--- src/rtl/branch_pc_unit_pkg.sv ---
// Purpose: shared types, defaults and helpers for the branch/PC unit.
// Latency: n/a (package, no logic).
// Backpressure: n/a.
package branch_pc_unit_pkg;

    localparam logic [31:0] RESET_PC_DEF     = 32'h0000_0000;
    localparam int unsigned PC_STEP_DEF      = 4;
    localparam int unsigned OFFSET_SHIFT_DEF = 2;

    typedef enum logic [1:0] {
        IDLE      = 2'd0,
        WAIT_FLAG = 2'd1,
        REDIRECT  = 2'd2
    } state_t;

    typedef enum logic [1:0] {
        BT_NONE = 2'd0,
        BT_EQ   = 2'd1,
        BT_NE   = 2'd2
    } bt_t;

    // BEQ and BNE together is not a legal encoding; it decodes to "no branch",
    // which makes it behave as not-taken.
    function automatic bt_t decode_bt(input logic branch_eq, input logic branch_ne);
        bt_t bt;
        bt = BT_NONE;
        if (branch_eq && !branch_ne) begin
            bt = BT_EQ;
        end else if (branch_ne && !branch_eq) begin
            bt = BT_NE;
        end
        return bt;
    endfunction

    function automatic logic branch_taken(input bt_t bt, input logic zero);
        return ((bt == BT_EQ) && zero) || ((bt == BT_NE) && !zero);
    endfunction

endpackage

--- src/rtl/branch_pc_if.sv ---
// Purpose: bundles the decode/flag-side controls and the fetch-side PC outputs.
// Latency: n/a (wires only).
// Backpressure: stall in, busy out; no buffering in the interface itself.
// Ports: master drives stall/zero/flag_write/branch_eq/branch_ne/jump/offset and
//        observes pc/pc_plus4/flush/busy; slave (the branch unit) is the reverse.
interface branch_pc_if;
    import branch_pc_unit_pkg::*;

    logic        stall;
    logic        zero;
    logic        flag_write;
    logic        branch_eq;
    logic        branch_ne;
    logic        jump;
    logic [31:0] offset;
    logic [31:0] pc;
    logic [31:0] pc_plus4;
    logic        flush;
    logic        busy;

    modport master (
        output stall, zero, flag_write, branch_eq, branch_ne, jump, offset,
        input  pc, pc_plus4, flush, busy
    );

    modport slave (
        input  stall, zero, flag_write, branch_eq, branch_ne, jump, offset,
        output pc, pc_plus4, flush, busy
    );

endinterface

--- src/rtl/branch_pc_unit_target_calc.sv ---
// Purpose: branch/jump target = pc_plus4 + (offset << OFFSET_SHIFT), 32-bit modulo.
// Latency: combinational.
// Backpressure: none.
// Ports: pc_plus4 (in 32), offset (in 32, word units, sign-extended), target (out 32).
module branch_pc_unit_target_calc
    import branch_pc_unit_pkg::*;
#(
    parameter int unsigned OFFSET_SHIFT = OFFSET_SHIFT_DEF
) (
    input  logic [31:0] pc_plus4,
    input  logic [31:0] offset,
    output logic [31:0] target
);

    // Bits shifted out the top and the carry out of the add are dropped on
    // purpose: addresses wrap modulo 2^32.
    assign target = pc_plus4 + (offset << OFFSET_SHIFT);

endmodule

--- src/rtl/branch_pc_unit.sv ---
// Purpose: owns the PC, resolves BEQ/BNE/J, waits out in-flight flag writes.
// Latency: redirect visible on pc 1 cycle after the branch; +1 per flag_write cycle.
// Backpressure: stall freezes pc in IDLE/REDIRECT; busy=1 asks upstream to hold.
// Ports: clk, reset_n (sync, active-low); bus (branch_pc_if.slave) carries the
//        controls in and pc/pc_plus4/flush/busy out.
module branch_pc_unit
    import branch_pc_unit_pkg::*;
#(
    parameter logic [31:0] RESET_PC     = RESET_PC_DEF,
    parameter int unsigned PC_STEP      = PC_STEP_DEF,
    parameter int unsigned OFFSET_SHIFT = OFFSET_SHIFT_DEF
) (
    input  logic        clk,
    input  logic        reset_n,
    branch_pc_if.slave  bus
);

    state_t      state;
    logic [31:0] pc_q;
    logic        flush_q;
    logic        busy_q;
    bt_t         cap_bt;
    logic [31:0] cap_offset;

    logic [31:0] pc_plus4;
    logic [31:0] calc_offset;
    logic [31:0] target;
    bt_t         live_bt;

    assign pc_plus4 = pc_q + 32'(PC_STEP);
    assign live_bt  = decode_bt(bus.branch_eq, bus.branch_ne);

    // The PC is held while waiting on the flag, so pc_plus4 is still the one
    // belonging to the captured branch; only the offset has to come from the
    // capture register.
    assign calc_offset = (state == WAIT_FLAG) ? cap_offset : bus.offset;

    branch_pc_unit_target_calc #(
        .OFFSET_SHIFT (OFFSET_SHIFT)
    ) u_target_calc (
        .pc_plus4 (pc_plus4),
        .offset   (calc_offset),
        .target   (target)
    );

    // flush/busy are registered alongside the state so they always equal
    // (state==REDIRECT) and (state==WAIT_FLAG) without decode glitches.
    always_ff @(posedge clk) begin
        if (!reset_n) begin
            state      <= IDLE;
            pc_q       <= RESET_PC;
            flush_q    <= 1'b0;
            busy_q     <= 1'b0;
            cap_bt     <= BT_NONE;
            cap_offset <= '0;
        end else begin
            flush_q <= 1'b0;
            busy_q  <= 1'b0;
            case (state)
                IDLE: begin
                    if (!bus.stall) begin
                        if (bus.jump) begin
                            pc_q    <= target;
                            state   <= REDIRECT;
                            flush_q <= 1'b1;
                        end else if ((live_bt != BT_NONE) && bus.flag_write) begin
                            // zero is stale this cycle: park the branch.
                            cap_bt     <= live_bt;
                            cap_offset <= bus.offset;
                            state      <= WAIT_FLAG;
                            busy_q     <= 1'b1;
                        end else if (branch_taken(live_bt, bus.zero)) begin
                            pc_q    <= target;
                            state   <= REDIRECT;
                            flush_q <= 1'b1;
                        end else begin
                            pc_q <= pc_plus4;
                        end
                    end
                end
                WAIT_FLAG: begin
                    if (bus.flag_write) begin
                        busy_q <= 1'b1;
                    end else if (branch_taken(cap_bt, bus.zero)) begin
                        pc_q    <= target;
                        state   <= REDIRECT;
                        flush_q <= 1'b1;
                    end else begin
                        pc_q  <= pc_plus4;
                        state <= IDLE;
                    end
                end
                REDIRECT: begin
                    // The instruction presented now is the squashed one, so its
                    // controls are ignored; only stall matters.
                    if (!bus.stall) begin
                        pc_q <= pc_plus4;
                    end
                    state <= IDLE;
                end
                default: begin
                    state <= IDLE;
                end
            endcase
        end
    end

    assign bus.pc       = pc_q;
    assign bus.pc_plus4 = pc_plus4;
    assign bus.flush    = flush_q;
    assign bus.busy     = busy_q;

endmodule

--- src/flat_wrapper.sv ---
// flat-port wrapper written by rule: the top's interface ports become plain ports
module branch_pc_unit_flat import branch_pc_unit_pkg::*;
#(
    parameter logic [31:0] RESET_PC     = RESET_PC_DEF,
    parameter int unsigned PC_STEP      = PC_STEP_DEF,
    parameter int unsigned OFFSET_SHIFT = OFFSET_SHIFT_DEF
)
  (clk, reset_n, bus_stall, bus_zero, bus_flag_write, bus_branch_eq, bus_branch_ne, bus_jump, bus_offset, bus_pc, bus_pc_plus4, bus_flush, bus_busy);
  branch_pc_if bus_i ();
  input  logic clk;
  input  logic reset_n;
  input wire logic [$bits(bus_i.stall)-1:0] bus_stall;
  input wire logic [$bits(bus_i.zero)-1:0] bus_zero;
  input wire logic [$bits(bus_i.flag_write)-1:0] bus_flag_write;
  input wire logic [$bits(bus_i.branch_eq)-1:0] bus_branch_eq;
  input wire logic [$bits(bus_i.branch_ne)-1:0] bus_branch_ne;
  input wire logic [$bits(bus_i.jump)-1:0] bus_jump;
  input wire logic [$bits(bus_i.offset)-1:0] bus_offset;
  output wire logic [$bits(bus_i.pc)-1:0] bus_pc;
  output wire logic [$bits(bus_i.pc_plus4)-1:0] bus_pc_plus4;
  output wire logic [$bits(bus_i.flush)-1:0] bus_flush;
  output wire logic [$bits(bus_i.busy)-1:0] bus_busy;
  assign bus_i.stall = bus_stall;
  assign bus_i.zero = bus_zero;
  assign bus_i.flag_write = bus_flag_write;
  assign bus_i.branch_eq = bus_branch_eq;
  assign bus_i.branch_ne = bus_branch_ne;
  assign bus_i.jump = bus_jump;
  assign bus_i.offset = bus_offset;
  assign bus_pc = bus_i.pc;
  assign bus_pc_plus4 = bus_i.pc_plus4;
  assign bus_flush = bus_i.flush;
  assign bus_busy = bus_i.busy;
  branch_pc_unit #(.RESET_PC(RESET_PC), .PC_STEP(PC_STEP), .OFFSET_SHIFT(OFFSET_SHIFT)) u_core (.clk(clk), .reset_n(reset_n), .bus(bus_i));
endmodule
--- config.mk ---
export PLATFORM = sky130hd
export DESIGN_NAME = branch_pc_unit_flat
export DESIGN_NICKNAME = d
export VERILOG_FILES = /design/src/rtl/branch_pc_unit_pkg.sv /design/src/rtl/branch_pc_if.sv /design/src/rtl/branch_pc_unit_target_calc.sv /design/src/rtl/branch_pc_unit.sv /design/src/flat_wrapper.sv
export SDC_FILE = /design/constraint.sdc
export NUM_CORES = 1
export LEC_CHECK = 0
export CORE_ASPECT_RATIO = 0.75
export CORE_MARGIN = 2
export CORE_UTILIZATION = 30
export DETAILED_ROUTE_END_ITERATION = 12
export PLACE_DENSITY = 0.51
export SYNTH_ARGS = -nofsm -noshare
export SYNTH_HDL_FRONTEND = slang
export SYNTH_SLANG_ARGS = --single-unit
--- constraint.sdc ---
create_clock -name clk -period 12.8 [get_ports clk]
set_clock_uncertainty 0.1 [all_clocks]
set_input_delay 1.92 -clock clk [delete_from_list [all_inputs] [get_ports clk]]
set_output_delay 1.92 -clock clk [all_outputs]
set_load 0.01 [all_outputs]
# Word-level counts from Yosys, hierarchy flattened
# Cells that the tools add are included.
dict set report classes {
  add_sub_neg 2
  n_eq_ne 11
  muxes 30
  bitwise_logic 2
  reduce_logical 18
}
# operator n
set ops {}
lappend ops {{$mux 32} 7}
lappend ops {{$pmux 32 s3} 1}
lappend ops {{$add 32x3->32 const B} 1}
lappend ops {{$add 32x32->32} 1}
lappend ops {{$mux 30} 1}
lappend ops {{$mux 2} 8}
lappend ops {{$mux 1} 10}
lappend ops {{$logic_and 1x1->1} 7}
lappend ops {{$eq 2x1->1 const B} 3}
lappend ops {{$eq 2x2->1 const B} 3}
lappend ops {{$ne 2x2->1 const B} 3}
lappend ops {{$reduce_and 5->1} 1}
lappend ops {{$ne 4x2->1 const B} 1}
lappend ops {{$pmux 1 s2} 2}
lappend ops {{$pmux 2 s2} 1}
lappend ops {{$reduce_and 4->1} 1}
lappend ops {{$logic_not 1->1} 3}
lappend ops {{$ne 3x3->1 const B} 1}
lappend ops {{$reduce_and 3->1} 1}
lappend ops {{$reduce_bool 3->1} 1}
lappend ops {{$logic_not 2->1} 1}
lappend ops {{$logic_or 1x1->1} 2}
lappend ops {{$not 1->1} 2}
lappend ops {{$reduce_bool 2->1} 1}
dict set report word_totals {
  regBits 68
  inputBits 40
  output_inout_bits 66
  elab_cells 69
}

# Logic depth before layout (Yosys ltp)
# Gate-level depths: netlist of the first run.
dict set report depth {
  ltp_word 12
  ltp_mapped 20
  depth_no_buf 16
}

# Cells and area by module
# From an unflattened synthesis of the first run, not the netlist that was laid out.
dict set report unflattened {
  hier_cells 775
  area_unflattened_um2 6068.3
}
# module n_inst cells_per_inst area_each_um2 seq_area_each_um2
set by_module_without_submodules {}
lappend by_module_without_submodules {branch_pc_unit 1 557 4459.3 1401.3}
lappend by_module_without_submodules {branch_pc_unit_target_calc 1 218 1609.0 0.0}

# Least setup slack after synthesis of the first run
# No wires, ideal clock.
dict set report synth_path {
  kind {register to register}
  from {register u_core.state[1]}
  to {register u_core.pc_q[24], in the netlist u_core.bus.pc[24]}
  setup_ps 123
  arrival_time_ps 4742
  t_required_ps 12577
  path_slack_ps 7835
  path_stages_with_launch 21
  n_path_buf 4
  synth_period_minus_slack_ps 4965
  path_cell_list {dfxtp_1 inv_1 ha_1 buf_2 buf_1 clkbuf_1 buf_1 mux2_2 ha_1 fa_1 a211oi_1 o21bai_1 o311ai_0 a311oi_1 nor2_1 o31ai_1 a2111oi_0 nor2_1 xor2_1 a221oi_1 nor2_1}
}
dict set report synth_between {
  elab_chain_cells 8
  word_cells_on_any_way 18
  cone_classes {add/sub (1); eq/ne (6); mux (8); reduce/logical (3)}
}
# element line_no
set synth_lines {}
lappend synth_lines {{start: declaration} branch_pc_unit.sv:18} ;# state_t state;
lappend synth_lines {{start signal: assignment} branch_pc_unit.sv:50} ;# state <= IDLE;
lappend synth_lines {{start signal: assignment} branch_pc_unit.sv:64} ;# state <= REDIRECT;
lappend synth_lines {{start signal: assignment} branch_pc_unit.sv:70} ;# state <= WAIT_FLAG;
lappend synth_lines {{$eq 2x1->1} {branch_pc_unit.sv:36, branch_pc_unit.sv:59}}
lappend synth_lines {{$mux 30} branch_pc_unit.sv:36} ;# assign calc_offset = (state == WAIT_FLAG) ? cap_offset : bus.offset;
lappend synth_lines {{$add 32x32->32} branch_pc_unit_target_calc.sv:17} ;# assign target = pc_plus4 + (offset << OFFSET_SHIFT);
lappend synth_lines {{$mux 32} branch_pc_unit.sv:72} ;# end else if (branch_taken(live_bt, bus.zero)) begin
lappend synth_lines {{$mux 32} branch_pc_unit.sv:66} ;# end else if ((live_bt != BT_NONE) && bus.flag_write) begin
lappend synth_lines {{$mux 32} branch_pc_unit.sv:62} ;# if (bus.jump) begin
lappend synth_lines {{$mux 32} branch_pc_unit.sv:61} ;# if (!bus.stall) begin
lappend synth_lines {{$pmux 32 s3} branch_pc_unit.sv:59} ;# case (state)
lappend synth_lines {{end signal: assignment} branch_pc_unit.sv:63} ;# pc_q <= target;
lappend synth_lines {{end signal: assignment} branch_pc_unit.sv:73} ;# pc_q <= target;
lappend synth_lines {{end signal: assignment} branch_pc_unit.sv:77} ;# pc_q <= pc_plus4;
lappend synth_lines {{end: declaration} branch_pc_unit.sv:19} ;# logic [31:0] pc_q;
# Several ways; a longest one is shown, not always the timed one. The select of a mux whose other input is x is not followed.
# A chain may end at the register's enable or synchronous reset.

# Final worst setup path of the first run
dict set report layout_path {
  from {register u_core.pc_q[2], in the netlist u_core.bus.pc[2]}
  to {output bus_pc_plus4[30]}
}
dict set report layout_between {
  elab_chain_cells 1
}
# element line_no
set layout_lines {}
lappend layout_lines {{$add 32x3->32} branch_pc_unit.sv:30} ;# assign pc_plus4 = pc_q + 32'(PC_STEP);
lappend layout_lines {{end: declaration} flat_wrapper.sv:20} ;# output wire logic [$bits(bus_i.pc_plus4)-1:0] bus_pc_plus4;
# No other way between the ends.

==> flow_summary.ini, run 1 <==
[outcome]
run_status = complete, no violations

[finish]
final_nets = 907
fin_util_pct = 38.0
area_growth_pct = 24.8
final_cell_count_no_fill = 1088
multiInputGateArea_um2 = 4240
seqCellArea_um2 = 1320
diodes = 0
drive_gt1_share_pct = 7.90
fillers = 1999

[timing]
layout_min_cycle_time_ns = 5.88
timing.fmax_mhz = 170
rsz0062_at_grt = no
worstMarginPinSlew_ns = 1.07
setup_violations = 0
min_period_over_period_pct = 45.9
worst_slack_ns = 6.92
slew_headroom_pct = 28.0
final.setup.tns_ns = 0
drv_slew = 0
hold_viol = 0

[yosys]
synth.area.mux_share_pct = 6.68
synth-compound-area-share_pct = 22.6
synth_most_common_cell = nand2_1
ys_seq_area_share_pct = 22.6
syn_avg_cell_area_um2 = 7.73
synth_top_area_share_pct = 22.6
synth_ff_type = dfxtp_1
yosys-top-cells-area = dfxtp_1, ha_1, nand2_1
synth_top_area_cell = dfxtp_1
syn_area_um2 = 5840
synthSimpleGateAreaFrac_pct = 22.5
synth_common_cells = nand2_1, a21oi_1, dfxtp_1, nor2_1, o21ai_0
syn_inst = 756
synth_fa_ha_area_share_pct = 8.18
synth-xor-area-share_pct = 12.1
async_flop_share_pct = 0
ys_warn_count = 0
synth_edf_count = 0
synth_top_family_by_area = compound AO/OA/AOI/OAI gates
ys_types = 70
yosys_register_bits = 66

[setup_path]
cp.required_ns = 10.78
crit_path_start = u_core.bus.pc[2]
crit_arrival_ns = 3.86
crit_type = flip-flop to primary output
r2r-start = u_core.bus.pc[2]
critPathMaxFanout = 7
start_kind = flip-flop
cp-end-kind = primary output

[global_route]
track_usage_pct = 18.8
first_global_vias = 5511
grt_max_degree = 34
grt_overflow = 0
antenna_found_initial = 0
grt_pass1_wl_um = 30000

[floorplan]
rows = 44
die_x_um = 165
initial_core_util_pct = 30.4
core_area_um2 = 19200
io_pins = 106
chipHeight_um = 125
die-area_um2 = 20600

[clocking]
clock_insertion_delay_worst_skew_ns = 0.35
htreeDepth = 3
clk_pin_slew_ns = 0.05
ctsHoldBuffers = 0
cts_resized = 0
cts_buffers = 9
post-cts-setup-buffers = 0
cts_root_buf = clkbuf_16
clk_path_buf_depth = 2
cts_sinks = 66
cts_tree = built

[detailed_routing]
wl_per_cell_um = 17.2
top_layer_used = met4
first_pass_iters = 7
ant_nets = 0
wl_um = 18800
via_per_inst = 5.22
wl_met1_um = 9630
wl_met3_um = 1090
drtIter0Drc = 373
route.met2.wl_um = 7800
drc = 0
num_vias = 5676

[placement]
pre_cts_ws_ns = 6.78
dp_hpwl_um = 13700
gp_congestion = 0.856
portBuffers = 99
dpl.cell_count = 1073

[min_path]
hp-start = u_core.cap_offset[8]
hold_class = flip-flop to flip-flop

[job]
cap_violations = 0

[power_and_ir_drop]
ir_drop_uv = 52.2
power_density_nw_per_um2 = 129
power.static_leakage_nw = 2.90
[worst paths after layout]
kind              slack [ns]              endpoint  depth (start not counted)
setup / recovery        6.92      bus_pc_plus4[30]                          7
hold / removal          0.35  u_core.cap_offset[8]                          2
hold reg to reg         0.35  u_core.cap_offset[8]                          2
setup reg to reg        7.37     u_core.bus.pc[28]                         16
[state kept, by name (all words and copies together), names as in the netlist]
name,count
u_core.bus.pc,30
u_core.cap_offset,30
u_core.cap_bt,2
u_core.state,2
u_core.bus.busy,1
u_core.bus.flush,1
[final cells by class]
type / instances / area share (%)
multi-input combinational: 618 / 58.1
sequential: 66 / 18.1
timing repair buffer: 108 / 14.5
tap: 253 / 4.34
clock buffer: 11 / 3.19
inverter: 28 / 1.44
clock inverter: 4 / 0.274
[layer usage]
layer	GRT usage (%)	up-vias
met5	0	-
met4	4.76	0
met3	3.76	17
met2	27.3	154
met1	27.9	2646
li1	-	2859
[power by group]
part	internal, W	switching, W
logic	0.000209	0.000239
clock network	0.000129	0.0000963
registers	0.000227	0.0000408
total	0.000565	0.000376
[critical path, cell delays in order, from the launching register on]
cell	delay (ns)
dfxtp_1	0.48
ha_1	0.29
nand3_1	0.34
nor3_1	0.94
nand2_1	0.30
nor2_1	0.25
xor2_1	0.30
clkdlybuf4s50_1	0.60
[cell usage in the layout (no fill, tap or decap), drive strengths merged, types with 17 or more instances in the layout]
| cell type | netlist | final |
|---|---|---|
| nand3 | 24 | 24 |
| nor2 | 52 | 52 |
| xnor2 | 39 | 39 |
| xor2 | 28 | 28 |
| a21o | 18 | 18 |
| clkdlybuf4s50 | 0 | 99 |
| nand2 | 105 | 105 |
| mux2 | 24 | 24 |
| a21oi | 67 | 67 |
| dfxtp | 66 | 66 |
| ha | 35 | 35 |
| nor3 | 17 | 17 |
| inv | 27 | 27 |
| o21ai | 41 | 41 |
[through the flow]
stage          cell area [um2]  hold WS [ns]  total power [W]
2_1_floorplan             5850         0.333         0.000551
3_3_place_gp              7040         0.340         0.000718
3_5_place_dp              7040         0.343         0.000717
4_1_cts                   7290         0.350         0.000947
5_1_grt                   7290         0.367          0.00101
6_report                  7290         0.348         0.000941
[cell families (layout without fill, tap and decap cells)]
group / Yosys count / count (layout)
AO/OA/AOI/OAI: 206 / 206
XOR/XNOR: 72 / 72
multiplexers: 36 / 36
AND/OR/NAND/NOR: 262 / 262
buffers and inverters: 75 / 151
flip-flops: 66 / 66
adder cells (fa/ha/maj): 38 / 38
other: 1 / 4
Note: power is estimated with default switching activity, not from simulation.
==> run 2, diff against run 1 <==
PLACE_DENSITY = 0.52   (was 0.51)
clock period = 5.2 ns   (was 12.8 ns; I/O delays follow)
==> flow_summary.ini, run 2 (same netlist as run 1, synthesis figures left out) <==
[detailed_routing]
via_per_inst = 5.20
wl_um = 18900
drc = 0
num_vias = 5715
drtIter0Drc = 394
top_layer_used = met4
ant_nets = 0
wl_met3_um = 1170
wl_met1_um = 9550
route.met2.wl_um = 7910
first_pass_iters = 5
wl_per_cell_um = 17.2

[power_and_ir_drop]
power.static_leakage_nw = 2.97
p_clk_share_pct = 26.8
power_density_nw_per_um2 = 326
p_sw_w = 0.000929
pwr-share-comb_pct = 46.3
swShare_pct = 38.4
p_seq_share_pct = 26.9
internal_power_w = 0.00149
ir_drop_uv = 154

[floorplan]
chipHeight_um = 125
io_pins = 106
rows = 44
die-area_um2 = 20600
die_x_um = 165
core_area_um2 = 19200
initial_core_util_pct = 30.4

[clocking]
cts_sinks = 66
cts_resized = 0
clock_insertion_delay_worst_skew_ns = 0.35
cts_root_buf = clkbuf_16
htreeDepth = 3
clk_pin_slew_ns = 0.05
ctsHoldBuffers = 0
cts_buffers = 9
post-cts-setup-buffers = 0
cts_tree = built
clk_path_buf_depth = 2

[job]
cap_violations = 0

[placement]
portBuffers = 99
dp_hpwl_um = 14000
pre_cts_ws_ns = 0.353
gp_congestion = 0.819
dpl.cell_count = 1083

[finish]
drive_gt1_share_pct = 9.11
fin_util_pct = 38.6
multiInputGateArea_um2 = 4240
fillers = 1991
mostFrequentLayoutCells = nand2_1, clkdlybuf4s50_1, a21oi_1, dfxtp_1, nor2_1
seqCellArea_um2 = 1320
final_cell_count_no_fill = 1098
diodes = 0
final_nets = 917
final_common_cell = nand2_1
area_growth_pct = 27.0

[setup_path]
crit_arrival_ns = 4.78
crit_family = compound AO/OA/AOI/OAI gates
cp_cell_sequence = inv_1 -> ha_2 -> mux2_2 -> ha_1 -> fa_1 -> a211oi_1 -> o21bai_1 -> o311ai_0 -> a311oi_1 -> nor2_1 -> o31ai_1 -> a2111oi_0 -> nor2_1 -> xor2_1 -> a221oi_1 -> nor2_1
crit_type = flip-flop to flip-flop
critPathSlowestCell = a2111oi_0
start_kind = flip-flop
critPathMaxFanout = 13
path_common_cell = nor2_1
r2r-start = u_core.state[1]
max_stage_delay_ns = 0.73
cp-end-kind = flip-flop
critPathBufInv = 1
crit_path_start = u_core.state[1]
cp.required_ns = 5.33

[min_path]
hp-start = u_core.cap_offset[10]
hold_class = flip-flop to flip-flop

[timing]
setup_violations = 0
final.setup.tns_ns = 0
hold_viol = 0
worstMarginPinSlew_ns = 0.793
slew_headroom_pct = 47.2
worst_slack_ns = 0.550
timing.fmax_mhz = 215
layout_min_cycle_time_ns = 4.65
rsz0062_at_grt = no
drv_slew = 0
min_period_over_period_pct = 89.4

[global_route]
grt_max_degree = 34
grt_pass1_wl_um = 29800
track_usage_pct = 18.7
antenna_found_initial = 0
first_global_vias = 5369
grt_overflow = 0

[outcome]
run_status = complete, no violations
[run 2: cell types whose count changed in the layout (fill, tap and decap cells not counted)]
| cell | previous run | this run |
|---|---|---|
| clkinv_2 | 4 | 1 |
| bufinv_16 | 0 | 1 |
| buf_4 | 9 | 19 |
| clkbuf_1 | 2 | 1 |
| clkbuf_8 | 0 | 3 |
[run 2: area by class of cell]
class	instances	area share, %
Clock inverter	2	0.472
Timing Repair Buffer	118	15.3
Inverter	28	1.42
Tap cell	253	4.27
Multi-Input combinational cell	618	57.1
Clock buffer	13	3.64
Sequential cell	66	17.8
[run 2: routing by layer]
metal  up-vias  track usage, %
li1       2876               -
met1      2660            27.9
met2       161            27.6
met3        18            3.36
met4         0            4.55
met5         -               0
[run 2: final timing paths]
kind	to	slack, ns	cells after the start
hold / removal	u_core.cap_offset[10]	0.35	2
hold reg to reg	u_core.cap_offset[10]	0.35	2
setup / recovery	u_core.bus.pc[24]	0.55	16
setup reg to reg	u_core.bus.pc[24]	0.55	16
[run 2: power groups by stage]
stage          Clock, W  Sequential [W]  Combinational, W
3_5_place_dp          0        0.000660           0.00111
2_1_floorplan         0        0.000642          0.000715
3_3_place_gp          0        0.000661           0.00112
4_1_cts        0.000662        0.000650           0.00112
5_1_grt        0.000685        0.000662           0.00123
6_report       0.000647        0.000651           0.00112
[run 2: worst register-to-register path: stages, from the launching register on]
cell and delay (ns):
dfxtp_1 0.34, inv_1 0.09, ha_2 0.40, mux2_2 0.38
ha_1 0.23, fa_1 0.43, a211oi_1 0.24, o21bai_1 0.13
o311ai_0 0.14, a311oi_1 0.21, nor2_1 0.27, o31ai_1 0.20
a2111oi_0 0.73, nor2_1 0.14, xor2_1 0.18, a221oi_1 0.26
nor2_1 0.07
[run 2: per-stage QoR]
step | total power (W) | hold WS [ns] | area (um2)
floorplan | 0.00136 | 0.333 | 5850
global placement | 0.00178 | 0.339 | 7120
finish | 0.00242 | 0.350 | 7420
global route | 0.00258 | 0.370 | 7420
CTS | 0.00243 | 0.353 | 7420
detailed placement | 0.00177 | 0.345 | 7120
==> run 3, diff against run 2 <==
CAP_MARGIN = 20   (was not set)
TNS_END_PERCENT = 20   (was not set)
==> results of run 3 <==
The final DEF is identical to that of run 2; final timing and power are the same.
